File: src/rtl/spike_dispatch_scheduler_pkg.sv
// Shared types for the spike dispatch scheduler: dispatch FSM states,
// requester encodings and the default pre-synaptic ID width.
package spike_dispatch_scheduler_pkg;

  localparam int PRE_ID_WIDTH_DEF = 6;

  typedef enum logic [1:0] {
    D_IDLE  = 2'd0,
    D_ISSUE = 2'd1,
    D_DRAIN = 2'd2
  } disp_state_e;

  typedef enum logic {
    SRC_EXT = 1'b0,
    SRC_REC = 1'b1
  } src_e;

  function automatic src_e other_src(input src_e s);
    return (s == SRC_EXT) ? SRC_REC : SRC_EXT;
  endfunction

endpackage

File: src/rtl/spike_dispatch_scheduler_if.sv
// Spike request channels (external AER, recurrent) and the synapse-array
// issue channel. master = requesters/array side, slave = scheduler side.
interface spike_dispatch_scheduler_if
  import spike_dispatch_scheduler_pkg::*;
#(parameter int PRE_ID_WIDTH = PRE_ID_WIDTH_DEF) ();

  logic                    ext_spike_valid;
  logic [PRE_ID_WIDTH-1:0] ext_spike_id;
  logic                    ext_spike_ready;
  logic                    rec_spike_valid;
  logic [PRE_ID_WIDTH-1:0] rec_spike_id;
  logic                    rec_spike_ready;
  logic                    syn_spike_valid;
  logic [PRE_ID_WIDTH-1:0] syn_spike_pre_id;
  logic                    syn_busy;

  modport master (
    output ext_spike_valid, ext_spike_id, rec_spike_valid, rec_spike_id, syn_busy,
    input  ext_spike_ready, rec_spike_ready, syn_spike_valid, syn_spike_pre_id
  );

  modport slave (
    input  ext_spike_valid, ext_spike_id, rec_spike_valid, rec_spike_id, syn_busy,
    output ext_spike_ready, rec_spike_ready, syn_spike_valid, syn_spike_pre_id
  );

endinterface

File: src/rtl/spike_fifo_sync.sv
// Synchronous FIFO; pop_data is registered at pop and held until the next pop.
// full/empty reflect current occupancy, so a push at full is dropped.
module spike_fifo_sync #(
  parameter int WIDTH = 6,
  parameter int DEPTH = 16,
  parameter int AW    = 4
) (
  input  logic             clk,
  input  logic             rst_n,
  input  logic             push,
  input  logic [WIDTH-1:0] push_data,
  input  logic             pop,
  output logic [WIDTH-1:0] pop_data,
  output logic             full,
  output logic             empty,
  output logic [AW:0]      level
);

  logic [WIDTH-1:0] mem [DEPTH];
  logic [AW-1:0]    wptr, rptr;
  logic [AW:0]      count;
  logic             do_push, do_pop;

  assign full    = (count == (AW+1)'(DEPTH));
  assign empty   = (count == '0);
  assign level   = count;
  assign do_push = push && !full;
  assign do_pop  = pop && !empty;

  always_ff @(posedge clk) begin
    if (do_push) mem[wptr] <= push_data;
  end

  always_ff @(posedge clk or negedge rst_n) begin
    if (!rst_n) begin
      wptr     <= '0;
      rptr     <= '0;
      count    <= '0;
      pop_data <= '0;
    end else begin
      if (do_push) wptr <= wptr + 1'b1;
      if (do_pop) begin
        pop_data <= mem[rptr];
        rptr     <= rptr + 1'b1;
      end
      case ({do_push, do_pop})
        2'b10:   count <= count + 1'b1;
        2'b01:   count <= count - 1'b1;
        default: count <= count;
      endcase
    end
  end

endmodule

File: src/rtl/spike_dispatch_scheduler.sv
// Round-robin merge of external and recurrent spikes into a FIFO, one-at-a-time
// issue to the synapse array, and the end-of-timestep drain barrier.
module spike_dispatch_scheduler
  import spike_dispatch_scheduler_pkg::*;
#(
  parameter int PRE_ID_WIDTH = PRE_ID_WIDTH_DEF,
  parameter int FIFO_DEPTH   = 16,
  parameter int FIFO_AW      = 4
) (
  input  logic                       clk,
  input  logic                       rst_n,
  input  logic                       enable,
  spike_dispatch_scheduler_if.slave  bus,
  input  logic                       ts_tick,
  output logic                       ts_done,
  output logic [FIFO_AW:0]           fifo_level,
  output logic [31:0]                dispatch_count
);

  disp_state_e             state;
  src_e                    rr_ptr, grant;
  logic                    ts_pending;
  logic                    space, push, pop, full, empty;
  logic [PRE_ID_WIDTH-1:0] push_id, head_id;

  always_comb begin
    space = !full && !ts_pending && enable;
    grant = rr_ptr;
    if (bus.ext_spike_valid && !bus.rec_spike_valid)      grant = SRC_EXT;
    else if (!bus.ext_spike_valid && bus.rec_spike_valid) grant = SRC_REC;
    bus.ext_spike_ready = space && bus.ext_spike_valid && (grant == SRC_EXT);
    bus.rec_spike_ready = space && bus.rec_spike_valid && (grant == SRC_REC);
    push    = bus.ext_spike_ready || bus.rec_spike_ready;
    push_id = (grant == SRC_EXT) ? bus.ext_spike_id : bus.rec_spike_id;
    pop     = enable && (state == D_IDLE) && !empty;
    // Barrier completes only once nothing is queued, issued or in the array.
    ts_done = enable && ts_pending && empty && (state == D_IDLE) && !bus.syn_busy;
  end

  spike_fifo_sync #(
    .WIDTH (PRE_ID_WIDTH),
    .DEPTH (FIFO_DEPTH),
    .AW    (FIFO_AW)
  ) u_fifo (
    .clk       (clk),
    .rst_n     (rst_n),
    .push      (push),
    .push_data (push_id),
    .pop       (pop),
    .pop_data  (head_id),
    .full      (full),
    .empty     (empty),
    .level     (fifo_level)
  );

  // The FIFO's registered read doubles as the issued ID, stable until next pop.
  assign bus.syn_spike_pre_id = head_id;

  always_ff @(posedge clk or negedge rst_n) begin
    if (!rst_n) begin
      state               <= D_IDLE;
      bus.syn_spike_valid <= 1'b0;
      dispatch_count      <= '0;
      rr_ptr              <= SRC_EXT;
      ts_pending          <= 1'b0;
    end else begin
      if (push) rr_ptr <= other_src(grant);
      if (ts_done)      ts_pending <= 1'b0;
      else if (ts_tick) ts_pending <= 1'b1;
      if (enable) begin
        case (state)
          D_IDLE: if (pop) begin
            bus.syn_spike_valid <= 1'b1;
            state               <= D_ISSUE;
          end
          // Busy rising is the array's acknowledgement of the capture.
          D_ISSUE: if (bus.syn_busy) begin
            bus.syn_spike_valid <= 1'b0;
            dispatch_count      <= dispatch_count + 32'd1;
            state               <= D_DRAIN;
          end
          D_DRAIN: if (!bus.syn_busy) state <= D_IDLE;
          default: state <= D_IDLE;
        endcase
      end
    end
  end

endmodule

File: src/flat_wrapper.sv
// flat-port wrapper written by rule: the top's interface ports become plain ports
module spike_dispatch_scheduler_flat import spike_dispatch_scheduler_pkg::*;
#(
  parameter int PRE_ID_WIDTH = PRE_ID_WIDTH_DEF,
  parameter int FIFO_DEPTH   = 16,
  parameter int FIFO_AW      = 4
)
  (clk, rst_n, enable, ts_tick, ts_done, fifo_level, dispatch_count, bus_ext_spike_valid, bus_ext_spike_id, bus_rec_spike_valid, bus_rec_spike_id, bus_syn_busy, bus_ext_spike_ready, bus_rec_spike_ready, bus_syn_spike_valid, bus_syn_spike_pre_id);
  spike_dispatch_scheduler_if #(.PRE_ID_WIDTH(PRE_ID_WIDTH)) bus_i ();
  input  logic clk;
  input  logic rst_n;
  input  logic enable;
  input  logic ts_tick;
  output logic ts_done;
  output logic [FIFO_AW:0] fifo_level;
  output logic [31:0] dispatch_count;
  input wire logic [$bits(bus_i.ext_spike_valid)-1:0] bus_ext_spike_valid;
  input wire logic [$bits(bus_i.ext_spike_id)-1:0] bus_ext_spike_id;
  input wire logic [$bits(bus_i.rec_spike_valid)-1:0] bus_rec_spike_valid;
  input wire logic [$bits(bus_i.rec_spike_id)-1:0] bus_rec_spike_id;
  input wire logic [$bits(bus_i.syn_busy)-1:0] bus_syn_busy;
  output wire logic [$bits(bus_i.ext_spike_ready)-1:0] bus_ext_spike_ready;
  output wire logic [$bits(bus_i.rec_spike_ready)-1:0] bus_rec_spike_ready;
  output wire logic [$bits(bus_i.syn_spike_valid)-1:0] bus_syn_spike_valid;
  output wire logic [$bits(bus_i.syn_spike_pre_id)-1:0] bus_syn_spike_pre_id;
  assign bus_i.ext_spike_valid = bus_ext_spike_valid;
  assign bus_i.ext_spike_id = bus_ext_spike_id;
  assign bus_i.rec_spike_valid = bus_rec_spike_valid;
  assign bus_i.rec_spike_id = bus_rec_spike_id;
  assign bus_i.syn_busy = bus_syn_busy;
  assign bus_ext_spike_ready = bus_i.ext_spike_ready;
  assign bus_rec_spike_ready = bus_i.rec_spike_ready;
  assign bus_syn_spike_valid = bus_i.syn_spike_valid;
  assign bus_syn_spike_pre_id = bus_i.syn_spike_pre_id;
  spike_dispatch_scheduler #(.PRE_ID_WIDTH(PRE_ID_WIDTH), .FIFO_DEPTH(FIFO_DEPTH), .FIFO_AW(FIFO_AW)) u_core (.clk(clk), .rst_n(rst_n), .enable(enable), .bus(bus_i), .ts_tick(ts_tick), .ts_done(ts_done), .fifo_level(fifo_level), .dispatch_count(dispatch_count));
endmodule
File: config.mk
export PLATFORM = sky130hd
export DESIGN_NAME = spike_dispatch_scheduler_flat
export DESIGN_NICKNAME = d
export VERILOG_FILES = /design/src/rtl/spike_dispatch_scheduler_pkg.sv /design/src/rtl/spike_dispatch_scheduler_if.sv /design/src/rtl/spike_fifo_sync.sv /design/src/rtl/spike_dispatch_scheduler.sv /design/src/flat_wrapper.sv
export SDC_FILE = /design/constraint.sdc
export NUM_CORES = 1
export LEC_CHECK = 0
export ABC_AREA = 0
export CAP_MARGIN = 5
export CORE_ASPECT_RATIO = 1.75
export CORE_UTILIZATION = 45
export CTS_BUF_LIST = sky130_fd_sc_hd__clkbuf_4 sky130_fd_sc_hd__clkbuf_8 sky130_fd_sc_hd__clkbuf_16
export DETAILED_ROUTE_END_ITERATION = 16
export HOLD_SLACK_MARGIN = 0.02
export PLACE_DENSITY_LB_ADDON = 0.12
export SYNTH_ARGS = -nofsm -noshare
export SYNTH_HDL_FRONTEND = slang
export SYNTH_SLANG_ARGS = --single-unit
export TNS_END_PERCENT = 20
File: constraint.sdc
create_clock -name clk -period 7.6 [get_ports clk]
set_input_delay 0.76 -clock clk [delete_from_list [all_inputs] [get_ports clk]]
set_output_delay 0.76 -clock clk [all_outputs]
set_load 0.02 [all_outputs]
# == Word level (Yosys, flattened, before mapping) ==
# Memories as Yosys holds them, arrays and structs flattened. A register that Yosys moved wholly into a read port is not among the register bits.
# Index checks and enable logic that the tools add are counted.
# totals
register_bits,50
memories,1
ram_bits,96
output_inout_bits,47
wordCells,71
in_bits,19
# op_classes
mux,16
reduce_logical,32
eq_ne,8
bitwise,1
n_addsub,5
# memory_table
memory,words,width,read_ports,rd_clocked_by_memory_dff,wr,line,text
u_core.u_fifo.mem,16,6,1,1,1,spike_fifo_sync.sv:19,logic [WIDTH-1:0] mem [DEPTH];
# op_table
cell,count
"32-bit by 1-bit adder with 32-bit output, second input constant",1
1-bit logical AND,16
5-bit case mux with 2 select lines,1
1-bit 2-to-1 mux,9
"4-bit by 1-bit adder with 4-bit output, second input constant",2
4-bit AND reduction,2
1-bit zero test,7
2-bit 2-to-1 mux,3
6-bit 2-to-1 mux,1
"2-bit != test, second input constant",3
2-bit case mux with 3 select lines,1
2-bit nonzero test,3
"5-bit by 1-bit adder with 5-bit output, second input constant",1
"5-bit equality test, second input constant",1
5-bit zero test,1
"5-bit by 1-bit subtractor with 5-bit output, second input constant",1
"2-bit by 1-bit equality test with 1-bit output, second input constant",2
"2-bit equality test, second input constant",2
3-bit AND reduction,1
2-bit zero test,1
1-bit case mux with 2 select lines,1
1-bit logical OR,1
1-bit NOT,1

# == Depth between registers and ports, before layout ==
# logic_depth
depth_word,10
ltp_mapped,12

# == By module ==
# From an unflattened synthesis, not the netlist that was laid out.
# hier_totals
cells_unflattened,442
hier_area_um2,6774.0
# by_module_without_submodules
module,area_per_inst_um2,seq_area_each_um2,instances,cells_per_inst
spike_fifo_sync,4887.2,3358.2,1,268
spike_dispatch_scheduler,1886.8,925.9,1,174

# == Least setup slack after synthesis ==
# Ideal clock, no wire load.
# synth_path
path_kind,input port to flip-flop
from,input enable
to,"register u_core.u_fifo.count[4], in the netlist u_core.u_fifo.level[4]"
n_path_buf,0
required_ns,7.470
stages,11
setup_slack_ns,4.614
arrival_time_ns,2.856
path_cell_list,nand2b_1 > a21oi_1 > o21a_4 > inv_1 > ha_1 > ha_1 > nor2b_1 > o21ai_0 > a21oi_1 > or3b_2 > xnor2_1
# synth_via
elab_chain_cells,7
elab_cells_between_ends,14
classes_between,eq/ne: 2; mux: 1; reduce/logical: 11
# synth_lines
element,line,text
start: declaration,flat_wrapper.sv:12,input logic enable;
1-bit logical AND,spike_dispatch_scheduler.sv:27,space = !full && !ts_pending && enable;
1-bit logical AND (on tied branches) (2 in a row),"spike_dispatch_scheduler.sv:31, spike_dispatch_scheduler.sv:32",
1-bit logical OR,spike_dispatch_scheduler.sv:33,push = bus.ext_spike_ready || bus.rec_spike_ready;
1-bit logical AND,spike_fifo_sync.sv:27,assign do_push = push && !full;
2-bit by 1-bit equality test with 1-bit output / 2-bit equality test (equally long branches),spike_fifo_sync.sv:46,"case ({do_push, do_pop})"
5-bit case mux with 2 select lines / 2-bit nonzero test (equally long branches),--,
end signal: assignment,spike_fifo_sync.sv:47,2'b10: count <= count + 1'b1;
end signal: assignment,spike_fifo_sync.sv:48,2'b01: count <= count - 1'b1;
end signal: assignment,spike_fifo_sync.sv:49,default: count <= count;
end: declaration,spike_fifo_sync.sv:21,logic [AW:0] count;
# Several ways; a longest one is shown, not always the timed one.
# A chain may end at the register's enable or synchronous reset.

# == Final worst setup path ==
# Same ends and word-level chain as after synthesis.

==> results by stage <==
Finish:
- The share of post-route cells with drive strength above 1 is between 10% and 20%.
- In the final design database the tool counted approximately 520 nets.
- The count of cells in the finished layout, fillers not included, comes to between 600 and 700.
- The layout filler cell count is 1140.
- The number of antenna diodes in the final layout is 0.
- The area added between synthesis and finish is 21.3%.
- The register area is 4280 µm².
- The multi-input gate area in the final layout is ~2100 µm².
- Leaving out fill and tap cells, the most frequent cell in the layout is sky130_fd_sc_hd__edfxtp_1.
- The library cells used most frequently in the layout, excluding fill and tap cells, are sky130_fd_sc_hd__edfxtp_1, sky130_fd_sc_hd__clkdlybuf4s50_1, sky130_fd_sc_hd__dfrtp_1, sky130_fd_sc_hd__nand2_1, sky130_fd_sc_hd__xnor2_1.

Die:
- For this configuration, the core starts out at a cell density of between 40% and 50%.
- The number of I/O pins is 66.
- The floorplan has 57 rows.
- In this run the vertical extent of the chip is 161 µm.
- The core region is 14000 µm².
- The horizontal die dimension is 92.9 µm.
- The die footprint is around 15000 µm².

Route:
- The count of TritonRoute iterations in the first routing pass is 4.
- The post-detailed-routing wire length is 13000 µm.
- The total via count after detailed routing is 3606.
- The routed wirelength normalized by instance count is between 15 and 20 µm.
- In this run, the number of DRC markers left after iteration 0 of detailed routing was just under 90.
- Dividing the detail-routed via count by the number of cells gives 5.33.
- The DRC violations left is 0.
- The post-route antenna net violation count is 0.

Global routing:
- The initial antenna violation count came to 0.
- For this run the aggregate overflow at the end of global routing stands at 0.
- The combined global-route utilization of all metal layers is between 10% and 20%.
- The pin count of the biggest net entering global routing is 57.
- The number of global-route vias before repair was around 3800.
- The global-route wire length before repair is 21000 µm.

Power:
- The static leakage is 2.99 nW.
- The cell-internal power is 0.00182 W.
- The clock network burns 32.5% of the power.
- The worst vdd rail ir drop is 154 µV.
- The power density over the cells is 330 nW/µm².
- Combinational logic is responsible for 25.5% of the overall power.
- The share of total power consumed by net switching is 29.9%.
- The net switching power of the design is 0.000779 W.
- Sequential cells burn 42.1% of the power.

Synth:
- The count of cell types in the netlist is 45.
- The mean post-synth cell area is 15.8 µm².
- Yosys mapped a number of flops with a built-in enable equal to 96.
- The synthesis warning total is 0.
- In the synthesized netlist the dominant register cell turns out to be sky130_fd_sc_hd__edfxtp_1.
- The fraction of the yosys area taken by sequential cells is 65.8%.
- The number of synthesized register bits is roughly 150.
- The post-synth net total is about 440.
- The mapped netlist covers about 6500 µm².
- In the synthesized netlist, the number of instances is 411.
- In the synthesized netlist the async set-or-reset flop fraction comes to 36.8%.

Min path:
- The destination of the worst hold path is u_core.dispatch_count[31]$_DFFE_PN0P_.
- The number of cells on the worst hold path is 1.
- The min-delay analysis places its worst path in the category reg -> reg.
- The launch point of the worst hold path is u_core.dispatch_count[31]$_DFFE_PN0P_.

STA:
- The fmax is ~280 MHz.
- Setup violations remaining at the end of the flow were counted as 0.
- Setup repair after global routing left no endpoint under its margin.
- At the pin with the least slew margin, the transition time is 965 ps.
- The number of hold violations in the final report was 0.
- The worst slew slack as a fraction of its limit is 35.7%.
- The part of the cycle the worst path needs is 46.3%.
- The final count of pins violating max slew is 0.
- Setup total negative slack on the finished layout was measured at 0 ps.
- The setup skew after layout is 9.20 ps.
- The routed design could run at a clock period as short as 3520 ps.

Setup path:
- The start of the worst register-to-register path is u_core.u_fifo.level[1]$_DFFE_PN0P_.
- In this run the register-to-register setup slack is 4280 ps.
- The number of cells on the worst reg-to-reg path is 11.
- Data arrives at the worst endpoint at 3820 ps.
- The capture point of the worst reg-to-reg path is u_core.u_fifo.level[4]$_DFFE_PN0P_.
- The nature of the critical path endpoint is a register.
- The path type of the worst setup path is in -> reg.
- STA puts the critical path data required time at 7900 ps.
- Along the worst path, the maximum fanout reaches 7.
- The worst setup path is launched from a primary input.

Clock tree:
- The clock tree root driver cell is sky130_fd_sc_hd__clkbuf_16.
- After clock tree synthesis, the setup repair step added 0 buffers.
- The number of clock buffers added by TritonCTS is 17.
- The level count of the clock H-tree is 4.
- Hold repair after CTS inserted 0 buffers.
- The clock drives about 150 sinks.
- The clock tree from TritonCTS is done.
- The maximum clock insertion buffer count is 2.
- The later pin in the worst-skew pair is clocked with a latency of 420 ps.
- Post-CTS repair changed the size of 0 cells.
- Clock-pin slew was measured on the worst setup and hold paths at 60 ps.

Placed design:
- The detailed placement HPWL is 9100 µm.
- The final estimated routing congestion in global placement is 0.786.
- The total instance count after detailed placement is about 640.
- Port buffering added 65 buffers.

Job:
- The max-cap check violation count is 0.

Run status:
- The run finished with clean final reports.
[routing by layer]
| metal | up-vias | wire (µm) | GRT usage [%] |
|---|---|---|---|
| met2 | 86 | 7470 | 35.8 |
| met5 | - | 0 | 0 |
| met4 | 0 | 265 | 7.41 |
| met3 | 15 | 480 | 4.38 |
| met1 | 1826 | 4740 | 20.4 |
| li1 | 1679 | - | - |
[flip-flops by register name (all words and copies together) (netlist names)]
register	flops
u_core.u_fifo.level	5
u_core.bus.syn_spike_valid	1
u_core.u_fifo.pop_data	6
u_core.ts_pending	1
u_core.u_fifo.wptr	4
u_core.rr_ptr	1
u_core.state	2
u_core.u_fifo.rptr	4
u_core.dispatch_count	32
u_core.u_fifo.mem	96
[kinds of logic after synthesis]
kind of cell / after synthesis / share of synthesized area (%)
adder cells (fa/ha/maj): 11 / 2.23
AND/OR/NAND/NOR: 114 / 9.96
XOR/XNOR: 41 / 5.52
flip-flops: 152 / 65.8
buffers and inverters: 22 / 2.13
multiplexers: 43 / 11.9
AO/OA/AOI/OAI: 28 / 2.40
[worst max-delay path by stage]
stage,start,end,slack [ps],cells past startpoint
detailed placement,enable,u_core.u_fifo.level[4]$_DFFE_PN0P_,3660,12
global route,enable,u_core.u_fifo.level[4]$_DFFE_PN0P_,3780,12
global placement,enable,u_core.u_fifo.level[4]$_DFFE_PN0P_,3740,12
finish,enable,u_core.u_fifo.level[4]$_DFFE_PN0P_,4080,12
CTS,enable,u_core.u_fifo.level[4]$_DFFE_PN0P_,4100,12
floorplan,enable,u_core.u_fifo.level[4]$_DFFE_PN0P_,4610,11
[worst max-delay path, stage by stage]
cell	delay [ps]
sky130_fd_sc_hd__clkdlybuf4s50_1	570
sky130_fd_sc_hd__nand2b_1	80
sky130_fd_sc_hd__a21oi_1	430
sky130_fd_sc_hd__o21a_4	250
sky130_fd_sc_hd__inv_1	110
sky130_fd_sc_hd__ha_1	270
sky130_fd_sc_hd__ha_1	330
sky130_fd_sc_hd__nor2b_1	140
sky130_fd_sc_hd__o21ai_0	200
sky130_fd_sc_hd__a21oi_1	100
sky130_fd_sc_hd__or3b_2	450
sky130_fd_sc_hd__xnor2_1	130
[through the flow]
stage / worst slack (ps) / hold WS, ps / utilization [%] / power [W] / instance area, µm²
finish: 4080 / 466 / 56.5 / 0.00260 / 7900
global route: 3780 / 493 / 56.5 / 0.00273 / 7900
CTS: 4100 / 475 / 56.5 / 0.00263 / 7900
detailed placement: 3660 / 467 / 52.2 / 0.00179 / 7290
global placement: 3740 / 463 / 52.2 / 0.00177 / 7290
floorplan: 4610 / 464 / - / 0.00157 / 6510
[power groups by stage]
| stage | Clock (W) | Combinational [W] | Sequential, W |
|---|---|---|---|
| 6_report | 0.000845 | 0.000663 | 0.00109 |
| 2_1_floorplan | 0 | 0.000469 | 0.00110 |
| 5_1_grt | 0.000898 | 0.000724 | 0.00111 |
| 3_3_place_gp | 0 | 0.000659 | 0.00111 |
| 3_5_place_dp | 0 | 0.000676 | 0.00111 |
| 4_1_cts | 0.000857 | 0.000677 | 0.00110 |
[cell usage after synthesis, drive strengths merged, types with 2 or more instances]
master	number	area share [%]
nand3	13	1.1
nor3	3	0.58
and2	13	1.2
nand2	39	2.2
dfrtp	56	22
a31oi	2	0.19
clkbuf	2	0.12
and4	2	0.27
mux2	12	2.1
buf	8	1.2
nand2b	2	0.19
nor3b	2	0.31
xnor2	35	4.7
edfxtp	96	44
inv	11	0.63
and3	12	1.2
xor2	6	0.81
mux4	24	8.8
mux2i	7	1.1
ha	10	1.9
nor2	12	0.69
o21ai	18	1.4
nand4	10	1.4
a21oi	5	0.38
[layout make-up]
class / count / area share [%]
well taps: 177 / 2.80
clock inverters: 9 / 1.09
repair buffers: 67 / 8.37
inverters: 11 / 0.523
multi-input cells: 237 / 26.4
clock buffers: 23 / 6.56
flip-flops and latches: 152 / 54.3
(Power assumes the default switching activity.)
